File: src/rtl/cpu_run_controller.sv
// cpu_run_controller
// Sequences and supervises a CPU core for simulation and board bring-up.
// It holds the CPU in reset for a fixed number of cycles when a run starts,
// lets it run while counting cycles and retired instructions, and freezes
// it on ECALL/EBREAK (halt) or when the cycle budget is exhausted (timeout).
//
// Ports:
//   clk          system clock, all logic on the rising edge
//   rst          synchronous active-high reset (highest priority)
//   run_en       level request: 1 starts/keeps a run, 0 aborts/acknowledges
//   inst         instruction word retiring this cycle
//   inst_valid   inst is valid and retires this cycle
//   cpu_rst      synchronous active-high reset to the CPU
//   cpu_clk_en   CPU clock enable, 0 freezes CPU state
//   running      run phase active
//   halted       program ended via ECALL/EBREAK (sticky until run_en drops)
//   timed_out    cycle budget exhausted (sticky until run_en drops)
//   cycle_count  cycles spent in the run phase
//   inst_count   instructions retired in the run phase
//
// Every output is a flop; nothing goes combinationally from an input to an
// output.

module cpu_run_controller #(
    parameter int RESET_CYCLES = 4,
    parameter int TIMEOUT      = 1000,
    parameter int CNT_W        = 32
) (
    input  logic             clk,
    input  logic             rst,
    input  logic             run_en,
    input  logic [31:0]      inst,
    input  logic             inst_valid,
    output logic             cpu_rst,
    output logic             cpu_clk_en,
    output logic             running,
    output logic             halted,
    output logic             timed_out,
    output logic [CNT_W-1:0] cycle_count,
    output logic [CNT_W-1:0] inst_count
);

    // Hold counter only has to reach RESET_CYCLES-1.
    localparam int                 HOLD_W     = (RESET_CYCLES > 1) ? $clog2(RESET_CYCLES) : 1;
    localparam logic [HOLD_W-1:0]  HOLD_LAST  = HOLD_W'(RESET_CYCLES - 1);
    localparam bit                 TOUT_EN    = (TIMEOUT != 0);
    localparam logic [CNT_W-1:0]   TOUT_LAST  = TOUT_EN ? CNT_W'(TIMEOUT - 1) : {CNT_W{1'b0}};
    localparam logic [31:0]        INST_ECALL  = 32'h0000_0073;
    localparam logic [31:0]        INST_EBREAK = 32'h0010_0073;

    typedef enum logic [2:0] {
        S_IDLE = 3'd0,
        S_HOLD = 3'd1,
        S_RUN  = 3'd2,
        S_HALT = 3'd3,
        S_TOUT = 3'd4
    } state_e;

    state_e             state_q, state_d;
    logic [HOLD_W-1:0]  hold_q, hold_d;
    logic [CNT_W-1:0]   cycle_q, cycle_d;
    logic [CNT_W-1:0]   icount_q, icount_d;
    logic               cpu_rst_q, cpu_clk_en_q, running_q, halted_q, timed_out_q;

    // Counters stop at all-ones instead of wrapping.
    function automatic logic [CNT_W-1:0] sat_inc(input logic [CNT_W-1:0] v);
        if (v == {CNT_W{1'b1}}) begin
            sat_inc = v;
        end else begin
            sat_inc = v + {{(CNT_W-1){1'b0}}, 1'b1};
        end
    endfunction

    // Exact 32-bit match: other SYSTEM encodings (CSR ops, MRET...) never halt.
    function automatic logic is_halt_inst(input logic [31:0] w);
        is_halt_inst = (w == INST_ECALL) || (w == INST_EBREAK);
    endfunction

    // Next-state and counter update logic.
    always_comb begin
        state_d  = state_q;
        hold_d   = hold_q;
        cycle_d  = cycle_q;
        icount_d = icount_q;
        case (state_q)
            S_IDLE: begin
                if (run_en) begin
                    state_d  = S_HOLD;
                    hold_d   = {HOLD_W{1'b0}};
                    cycle_d  = {CNT_W{1'b0}};
                    icount_d = {CNT_W{1'b0}};
                end else begin
                    state_d = S_IDLE;
                end
            end
            S_HOLD: begin
                if (!run_en) begin
                    state_d = S_IDLE;
                end else if (hold_q == HOLD_LAST) begin
                    state_d = S_RUN;
                end else begin
                    hold_d = hold_q + {{(HOLD_W-1){1'b0}}, 1'b1};
                end
            end
            S_RUN: begin
                // Abort keeps the counters as they were for inspection.
                if (!run_en) begin
                    state_d = S_IDLE;
                end else begin
                    cycle_d = sat_inc(cycle_q);
                    if (inst_valid) begin
                        icount_d = sat_inc(icount_q);
                    end else begin
                        icount_d = icount_q;
                    end
                    // Halt outranks timeout when both land on the same cycle.
                    if (inst_valid && is_halt_inst(inst)) begin
                        state_d = S_HALT;
                    end else if (TOUT_EN && (cycle_q == TOUT_LAST)) begin
                        state_d = S_TOUT;
                    end else begin
                        state_d = S_RUN;
                    end
                end
            end
            S_HALT, S_TOUT: begin
                // Only a dropped run_en leaves; holding it high never restarts.
                if (!run_en) begin
                    state_d = S_IDLE;
                end else begin
                    state_d = state_q;
                end
            end
            default: begin
                state_d = S_IDLE;
            end
        endcase
    end

    // State, counters and output flops; outputs are decoded from the next state.
    always_ff @(posedge clk) begin
        if (rst) begin
            state_q      <= S_IDLE;
            hold_q       <= {HOLD_W{1'b0}};
            cycle_q      <= {CNT_W{1'b0}};
            icount_q     <= {CNT_W{1'b0}};
            cpu_rst_q    <= 1'b1;
            cpu_clk_en_q <= 1'b1;
            running_q    <= 1'b0;
            halted_q     <= 1'b0;
            timed_out_q  <= 1'b0;
        end else begin
            state_q      <= state_d;
            hold_q       <= hold_d;
            cycle_q      <= cycle_d;
            icount_q     <= icount_d;
            cpu_rst_q    <= (state_d == S_IDLE) || (state_d == S_HOLD);
            cpu_clk_en_q <= (state_d != S_HALT) && (state_d != S_TOUT);
            running_q    <= (state_d == S_RUN);
            halted_q     <= (state_d == S_HALT);
            timed_out_q  <= (state_d == S_TOUT);
        end
    end

    assign cpu_rst     = cpu_rst_q;
    assign cpu_clk_en  = cpu_clk_en_q;
    assign running     = running_q;
    assign halted      = halted_q;
    assign timed_out   = timed_out_q;
    assign cycle_count = cycle_q;
    assign inst_count  = icount_q;

endmodule

File: config.mk
export PLATFORM = sky130hd
export DESIGN_NAME = cpu_run_controller
export DESIGN_NICKNAME = d
export VERILOG_FILES = /design/src/rtl/cpu_run_controller.sv
export SDC_FILE = /design/constraint.sdc
export NUM_CORES = 1
export LEC_CHECK = 0
export ABC_AREA = 1
export CAP_MARGIN = 15
export CORE_MARGIN = 3
export CORE_UTILIZATION = 53
export CTS_CLUSTER_SIZE = 24
export DETAILED_ROUTE_END_ITERATION = 6
export PLACE_DENSITY = 0.87
export SKIP_LAST_GASP = 1
export SLEW_MARGIN = 20
export SYNTH_ARGS = -nofsm -noshare
export SYNTH_HDL_FRONTEND = slang
export SYNTH_SLANG_ARGS = --single-unit
File: constraint.sdc
create_clock -name clk -period 2.3 [get_ports clk]
set_clock_uncertainty 0.2 [all_clocks]
set_input_delay 0.46 -clock clk [delete_from_list [all_inputs] [get_ports clk]]
set_output_delay 0.46 -clock clk [all_outputs]
set_load 0.05 [all_outputs]
=== After elaboration in Yosys (flattened, before gate mapping) ===
Cells that the tools add are included.

* Register bits: 74
* Bits in latches: 0
* Bits in writable memories: 0
* Bits in read-only memories: 0
* Input port bits: 36
* Output and inout port bits: 69
* Word-level logic and storage cells: 67
* Memories kept: 0

* Add/sub/neg operators: 3
* $mul: 0
* Divide/modulo/power cells: 0
* $lt $le $gt $ge: 0
* Equal/unequal tests: 23
* Shift-type cells: 0
* Mux-type cells: 20
* Bitwise logic cells: 0
* Reduce and logical (&&, ||, !) cells: 12

{| class="wikitable"
|+ Operator list
! kind !! count
|-
| $mux 32 || 6
|-
| $pmux 32 s2 || 2
|-
| $add 32x1->32 const B || 2
|-
| $eq 32x32->1 const B || 2
|-
| $eq 32x10->1 const B || 1
|-
| $eq 32x21->1 const B || 1
|-
| $eq 32x7->1 const B || 1
|-
| $mux 3 || 6
|-
| $ne 2x2->1 const B || 7
|-
| $eq 3x2->1 const B || 4
|-
| $pmux 3 s4 || 1
|-
| $reduce_and 4->1 || 2
|-
| $eq 3x1->1 const B || 2
|-
| $eq 3x3->1 const B || 2
|-
| $logic_not 3->1 || 2
|-
| $mux 2 || 3
|-
| $reduce_and 5->1 || 1
|-
| $pmux 2 s2 || 1
|-
| $reduce_bool 2->1 || 2
|-
| $ne 3x2->1 const B || 1
|-
| $ne 3x3->1 const B || 1
|-
| $add 2x1->2 const B || 1
|-
| $eq 2x2->1 const B || 1
|-
| $logic_and 1x1->1 || 2
|-
| 3 further kinds || 4
|}

=== Longest topological paths before layout ===
Gate-level depths: netlist of the first run.

* Depth after elaboration: 8
* Depth in mapped cells: 12
* Mapped depth without buffers: 12

=== Least setup slack after synthesis of the first run ===
Ideal clock, no wire load.

* Kind: reg2reg
* Start point: register icount_q[0], in the netlist inst_count[0]
* End point: register icount_q[13], in the netlist inst_count[13]
* Setup time: 0.071 ns
* Data arrival time: 2.044 ns
* Data required time: 2.029 ns
* Slack: -0.016 ns
* Stages on the path, launching flop included: 12
* Path buffers: 2
* Period minus slack after synthesis: 2.316 ns
* Cell sequence: dfxtp_1 ha_1 inv_1 nor2_4 nand2_4 nor2_4 nand3_4 nand3_4 buf_12 buf_12 nand2_1 a21oi_2

* Cells in the longest elaborated chain, start to end: 5
* Elaborated cells on any way between the ends: 8
* Classes of those cells: add/sub (1); eq/ne (2); mux (4); reduce/logical (1)

{| class="wikitable"
|+ RTL lines
! element !! RTL line !! source
|-
| from (decl) || 62 || <nowiki>logic [CNT_W-1:0] icount_q, icount_d;</nowiki>
|-
| from (signal assigned) || 146 || <nowiki>icount_q <= {CNT_W{1'b0}};</nowiki>
|-
| from (signal assigned) || 156 || <nowiki>icount_q <= icount_d;</nowiki>
|-
| $add 32x1->32 || 70 || <nowiki>sat_inc = v + {{(CNT_W-1){1'b0}}, 1'b1};</nowiki>
|-
| $mux 32 || 67 || <nowiki>if (v == {CNT_W{1'b1}}) begin</nowiki>
|-
| $mux 32 || 111 || <nowiki>if (inst_valid) begin</nowiki>
|-
| $mux 32 || 107 || <nowiki>if (!run_en) begin</nowiki>
|-
| $pmux 32 s2 || 85 || <nowiki>case (state_q)</nowiki>
|}

Parallel ways exist; a longest one is shown, timed or not. The select of a mux whose other input is x is not followed.
A chain may end at the register's enable or synchronous reset.

=== Worst setup path after layout of the first run ===
* Start point: register cycle_q[30], in the netlist cycle_count[30]
* End point: output port cycle_count[30]

{| class="wikitable"
|+ RTL lines
! element !! RTL line !! source
|-
| from (decl) || 61 || <nowiki>logic [CNT_W-1:0] cycle_q, cycle_d;</nowiki>
|-
| from (signal assigned) || 145 || <nowiki>cycle_q <= {CNT_W{1'b0}};</nowiki>
|-
| from (signal assigned) || 155 || <nowiki>cycle_q <= cycle_d;</nowiki>
|-
| to (decl) || 39 || <nowiki>output logic [CNT_W-1:0] cycle_count,</nowiki>
|}

No word-level cell between the ends.

==> impl_results.md, run 1 <==
* Static Leak at 0.00294 uW
* Critical path's top delay family: buffers and inverters
* Min Tclk post-route at 2.26 ns
* CP Max Fanout at 5
* Critical Path Start Type: flip-flop
* Syn nets at just over 900
* Grt total ovfl at 0
* Final Hold Viols at 0
* Dpl hpwl at 10900 microns
* Gp weighted congestion at between 0.9 and 1
* HP Start: hold_q[1]
* Hold_buf cts at 0
* Synth cell types at 38
* Clk_lat worst skew at about 0.35 ns
* DR pass1 iterations at 5
* First-pass GRT wire length at roughly 24000 microns
* Final wirelength at 14200 microns
* CP Class: flip-flop to output port
* Number of I/O pins at 105
* Layout cells sized above 1 at 10.3%
* Antenna Nets Post-Route at 0
* Fin area at 0.00665 sq mm
* DP Area at 0.00638 sq mm
* Die ar. at 0.0110 sq mm
* Clock Tree Root: clkbuf_8
* CTS sink cnt at 74
* Mapped Cells at ~900
* Vias in the first global route at 5305
* Row count at 35
* Final setup margin at 0.0384 ns
* Post-synthesis sequential area ratio at 28.6%
* Max Buffers Root-to-Sink at 2
* Worst slack, placed at -0.0166 ns
* Wire per inst at 12.5 microns
* Area added between synthesis and finish at 28.4%
* FF-to-FF path depth at 11
* Largest net degree at the start of global routing at 27
* Commonest non-fill, non-tap cell in the layout: nand2_1
* Remaining DRCs at 0
* Slew Limit Headroom at between 60% and 70%
* Highest routed layer: met4
* Hold Path Cell Cnt at 2
* Buf/Inv on CP at 1
* Asr flop ratio synth at 0%
* Worst path arrival time at about 1.6 ns
* Vias at 5780
* GR Util All Layers at 26.4%
* Critical Path Sink Type: output port
* Avg Synthesized Cell Area at about 5.8 sq um
* Max Slew Vio Count at 0
* # nets final at between 1000 and 1500
* Worst Max-Slew Pin Slew at 0.517 ns
* Vias per inst at about 5
* Die W at approximately 100 microns
* Most frequent cells in the layout: nand2_1, nor2_1, inv_1
* Synth warnings at 0
* Max-Cap Viols at 0
* Worst EP required at about 1.6 ns
* # H-tree levels at 3
* Number of synthesized flops with an enable pin at 0
* Setup slack, reg-to-reg at 0.19 ns
* Util after Layout at 70.9%
* Cell Chain, Critical Path: clkdlybuf4s50_1
* Status: finished, final reports clean
* Synth Cell Area at a little over 0.005 sq mm
* # diodes at 0
* Hold EP: hold_q[1]
* Top FF cell, synth: dfxtp_1
* WL met3 at 834 microns
* Hold WC Path Type: flip-flop to flip-flop
* Initial antenna violation count at 0
* Flop and latch count out of synthesis at 74
* Clock-pin slew on the worst setup and hold paths at around 0.080 ns
* Max Freq at between 400 and 500 MHz
* Drt initial violations at approximately 230
* WL met2 at about 7200 microns
* CTS tree: done
* Worst Hold Slack at 0.274 ns
* Final Cycle Share at 98.3%
* Pwr per Cell Area at 405 mW/mm^2
* Core area at about 0.0094 sq mm
* Endpoints failing setup at 0
* Die height at 105 microns
* Worst R2R Start: cycle_count[0]
* Number of port buffers at 103
* Starting Density at a little under three fifths
* RSZ-0062 raised after global routing: yes
* CTS Buf Count at 9
* Setup TNS Final at 0 ns
* Crit-path slowest cell: clkdlybuf4s50_1
* R2R Path End: cycle_count[21]
* Worst vdd ir at between 300 and 400 uV
* Wl on met1 at roughly 5800 microns
* CP max stage delay at between 0.8 and 0.9 ns
-- stage by stage --
step                power [uW]  instances
detailed placement        1580       1123
floorplan                 1480        892
global route              2780       1139
CTS                       2700       1139
finish                    2690       1139
global placement          1580       1123
-- power by group --
| group | leakage, uW | internal (uW) | total (uW) | switching (uW) |
|---|---|---|---|---|
| Clock | 0.000109 | 638 | 1130 | 495 |
| Combinational | 0.00223 | 112 | 261 | 149 |
| Sequential | 0.000598 | 1290 | 1300 | 8.35 |
| Total | 0.00294 | 2040 | 2690 | 652 |
-- state kept, by name, summed over array words and instances, names as in the netlist --
signal	flops
halted	1
timed_out	1
hold_q	2
state_q	3
cpu_clk_en	1
inst_count	32
running	1
cycle_count	32
cpu_rst	1
-- cell usage after synthesis (6+ instances only) --
master	number	area share, %
buf_4	6	0.87
dfxtp_1	74	29
xor2_1	10	1.7
inv_1	99	7.2
nor3_1	6	0.58
xnor2_1	10	1.7
a21oi_1	17	1.6
nand3_1	41	4.0
clkbuf_1	7	0.51
a21oi_2	19	3.2
o21ai_0	8	0.77
nor2_1	227	16
nand2_2	18	2.2
nand4_1	13	1.6
nand2_1	287	21
-- per-layer routing --
| metal | global-route usage, % | vias up |
|---|---|---|
| li1 | - | 2959 |
| met1 | 31.6 | 2599 |
| met2 | 47.2 | 185 |
| met3 | 4.01 | 37 |
| met4 | 10.4 | 0 |
| met5 | 0 | - |
-- worst max path at each step --
stage	endpoint	depth (start not counted)	start	slack [ns]
6_report	cycle_count[30]	1	cycle_count[30]	0.04
5_1_grt	inst_count[4]	10	inst_count[0]	-0.0007
4_1_cts	inst_count[3]	1	inst_count[3]	0.0005
3_5_place_dp	inst_count[4]	8	run_en	-0.02
3_3_place_gp	inst_count[4]	8	run_en	0.06
2_1_floorplan	cycle_count[0]	11	cycle_count[1]	0.03
-- final cells by class --
| class | instances | area, sq um |
|---|---|---|
| fillers | 821 | 2730 |
| well taps | 129 | 161 |
| clock inverters | 5 | 77.6 |
| inverters | 103 | 389 |
| flip-flops and latches | 74 | 1480 |
| multi-input cells | 693 | 3150 |
| repair buffers | 124 | 1240 |
| clock buffers | 11 | 141 |
-- repair_timing --
| action | 4_1_cts | 5_1_grt |
|---|---|---|
| endpoints found under the setup margin | 11 | 25 |
| resized for setup | 11 | 24 |
| buffers inserted | 0 | 0 |
-- cell families after synthesis --
logic type / share of synthesized area [%]
flops: 28.6
simple gates: 49.3
xor+xnor: 3.38
compound gates: 7.25
buf+inv: 10.7
fa+ha+maj: 0.725
-- worst reg2reg max path: cells and delay by family (launching register included) --
| family | cells | cell delay (ns) |
|---|---|---|
| adder cells (fa/ha/maj) | 1 | 0.24 |
| buffers and inverters | 2 | 0.28 |
| AO/OA/AOI/OAI | 1 | 0.13 |
| flip-flops | 1 | 0.38 |
| AND/OR/NAND/NOR | 7 | 0.78 |
Note: power is estimated with default switching activity, not from simulation.
==> run 2: changes to the inputs <==
--- a/config.mk
+++ b/config.mk
@@ -6,7 +6,7 @@
 export NUM_CORES = 1
 export LEC_CHECK = 0
 export ABC_AREA = 1
-export CAP_MARGIN = 15
+export CAP_MARGIN = 20
 export CORE_MARGIN = 3
 export CORE_UTILIZATION = 53
 export CTS_CLUSTER_SIZE = 24
==> results of run 2 <==
Same layout as run 1: the final DEF is identical, and so are final timing and power.
==> run 3: changes to the inputs <==
--- a/config.mk
+++ b/config.mk
@@ -8,10 +8,12 @@
 export ABC_AREA = 1
 export CAP_MARGIN = 20
 export CORE_MARGIN = 3
-export CORE_UTILIZATION = 53
+export CORE_UTILIZATION = 54
+export CTS_BUF_LIST = sky130_fd_sc_hd__clkbuf_8
 export CTS_CLUSTER_SIZE = 24
 export DETAILED_ROUTE_END_ITERATION = 6
-export PLACE_DENSITY = 0.87
+export GPL_TIMING_DRIVEN = 0
+export PLACE_DENSITY = 0.88
 export SKIP_LAST_GASP = 1
 export SLEW_MARGIN = 20
 export SYNTH_ARGS = -nofsm -noshare
==> run 3 against run 2 <==
Clock-buffer cell count decreased by 2. Sequential power about the same. Utilization increased by 0.60 points.
==> impl_results.md, run 3 (synthesized netlist as in run 1, its figures left out) <==
* Hold EP: hold_q[1]
* Grt total ovfl at 0 (unchanged)
* Worst R2R Start: cycle_count[1]
* Wire per inst at 13.0 microns (+3.7%)
* Status: finished, final reports clean
* Setup bufs post-CTS at 0 (unchanged)
* Final wirelength at 14800 microns (+3.7%)
* CP Max Fanout at 4 (-1)
* Die W at 104 microns (-0.88%)
* Min Tclk post-route at 2.25 ns (-0.00710 ns)
* Static Leak at 0.00299 uW (+1.5%)
* Die height at 104 microns (-0.88%)
* Worst vdd ir at 362 uV (+17%)
* Vias in the first global route at 5561 (+4.8%)
* Number of port buffers at 102 (-0.97%)
* Crit-path slowest cell: clkdlybuf4s50_1
* Initial antenna violation count at 0 (unchanged)
* Commonest non-fill, non-tap cell in the layout: nand2_1
* Max Slew Vio Count at 0 (unchanged)
* Gp weighted congestion at 0.925 (-1.4%)
* Starting Density at 55.8% (+0.52 points)
* Clock Tree Root: clkbuf_8
* Drt initial violations at 309 (+37%)
* Worst EP required at 1.64 ns (about the same)
* Final std cells w/o fill at 1139 (unchanged)
* Core area at 0.00928 sq mm (-0.93%)
* Critical path startpoint: inst_count[19]
* Die ar. at 0.0108 sq mm (-1.7%)
* Vias per inst at 5.13 (+1.0%)
* HP Start: hold_q[1]
* Critical Path Start Type: flip-flop
* Max-Cap Viols at 0 (unchanged)
* CTS Buf Count at 9 (unchanged)
* Worst path arrival time at 1.59 ns (about the same)
* RSZ-0062 raised after global routing: yes
* Max Freq at 444 MHz (+0.32%)
* Layout cells sized above 1 at 8.71% (-1.6 points)
* Clock-pin slew on the worst setup and hold paths at 0.09 ns (about the same)
* Hold WC Path Type: flip-flop to flip-flop
* # H-tree levels at 3 (unchanged)
* Pwr per Cell Area at 412 mW/mm^2 (+1.9%)
* Endpoints failing setup at 0 (unchanged)
* DP Area at 0.00636 sq mm (-0.27%)
* # nets final at 1044 (unchanged)
* Buf/Inv on CP at 1 (unchanged)
* CTS tree: done
* FF-to-FF path depth at 11 (unchanged)
* Remaining DRCs at 0 (unchanged)
* Dpl hpwl at 11600 microns (+5.8%)
* Total power at 2740 uW (+1.8%)
* Max Buffers Root-to-Sink at 2 (unchanged)
* Clk_lat worst skew at 0.36 ns (about the same)
* Final Hold Viols at 0 (unchanged)
* CP Class: flip-flop to output port
* Slew Limit Headroom at 53.2% (-12 points)
* Row count at 35 (unchanged)
* First-pass GRT wire length at 24800 microns (+2.2%)
* Vias at 5839 (+1.0%)
* Fin area at 0.00664 sq mm (about the same)
* Worst Max-Slew Pin Slew at 0.701 ns (+0.184 ns)
* Largest net degree at the start of global routing at 15 (-44%)
* R2R Path End: cycle_count[0]
* DR pass1 iterations at 5 (unchanged)
* # diodes at 0 (unchanged)
* Hold Path Cell Cnt at 2 (unchanged)
* Setup TNS Final at 0 ns (unchanged)
* Cell Chain, Critical Path: clkdlybuf4s50_1
* CP max stage delay at 0.84 ns (about the same)
* Number of I/O pins at 105 (unchanged)
* Setup slack, reg-to-reg at 0.15 ns (-0.04 ns)
* Hold_buf cts at 0 (unchanged)
* Placed insts at 1123 (unchanged)
* Critical Path Sink Type: output port
* Most frequent cells in the layout: nand2_1, nor2_1, inv_1
* Antenna Nets Post-Route at 0 (unchanged)
* Area added between synthesis and finish at 28.3% (about the same)
* Final Cycle Share at 98.0% (-0.31 points)
* Critical path's top delay family: buffers and inverters
* GR Util All Layers at 27.3% (+0.87 points)
* CTS sink cnt at 74 (unchanged)
[run 3: cell types whose count changed in the layout (fill, tap and decap cells not counted), sizes merged]
cell / before / now
clkinvlp: 1 / 0
clkbuf: 11 / 16
buf: 32 / 15
inv: 103 / 105
dlymetal6s2s: 23 / 25
clkinv: 2 / 3
clkdlybuf4s50: 58 / 50
dlygate4sd2: 11 / 27
[run 3: cell type report]
type	instances	area, sq um
Timing Repair Buffer	102	1050
Inverter	103	389
Sequential cell	74	1490
Multi-Input combinational cell	693	3170
Clock inverter	7	100
Clock buffer	9	124
Fill cell	839	2640
Tap cell	129	161
Buffer	22	164
[run 3: metrics by stage]
| stage | hold WS [ns] | util (%) | setup WS (ns) |
|---|---|---|---|
| CTS | 0.275 | 70.6 | 0.000141 |
| global placement | 0.263 | 68.5 | -0.307 |
| floorplan | 0.249 | - | 0.0318 |
| finish | 0.281 | 71.5 | 0.0455 |
| detailed placement | 0.263 | 68.5 | -0.325 |
| global route | 0.320 | 71.5 | -0.0173 |
[run 3: worst reg2reg max path, delay by kind of cell (launching register included)]
kind                     cells  cell delay (ns)
AND/OR/NAND/NOR              6             0.73
buffers and inverters        3             0.34
AO/OA/AOI/OAI                1             0.17
flip-flops                   1             0.39
adder cells (fa/ha/maj)      1             0.23
[run 3: per-layer routing]
metal	GRT usage, %	vias to the layer above	wire length [microns]
met5	0	-	0
met4	12.6	0	482
met2	48.7	225	7350
li1	-	2958	-
met1	31.2	2614	5930
met3	5.46	42	1010
[run 3: what timing repair did]
| item | CTS | global route |
|---|---|---|
| gates cloned | 0 | 0 |
| setup endpoints to repair | 27 | 78 |
| resized for setup | 27 | 31 |
[run 3: power breakdown]
| part | internal, uW | total (uW) | leakage [uW] | switching, uW |
|---|---|---|---|---|
| Sequential | 1290 | 1290 | 0.000598 | 7.87 |
| Clock | 621 | 1170 | 0.000114 | 551 |
| Combinational | 114 | 270 | 0.00227 | 156 |
[run 3: worst max-delay path by stage]
stage	endpoint	slack, ns	cells after the start
after floorplan	cycle_count[0]	0.03	11
after global placement	cycle_count[7]	-0.31	5
after detailed placement	cycle_count[7]	-0.32	5
after CTS	cycle_count[7]	0.0001	1
after global routing	cycle_count[0]	-0.02	11
final	inst_count[19]	0.05	1
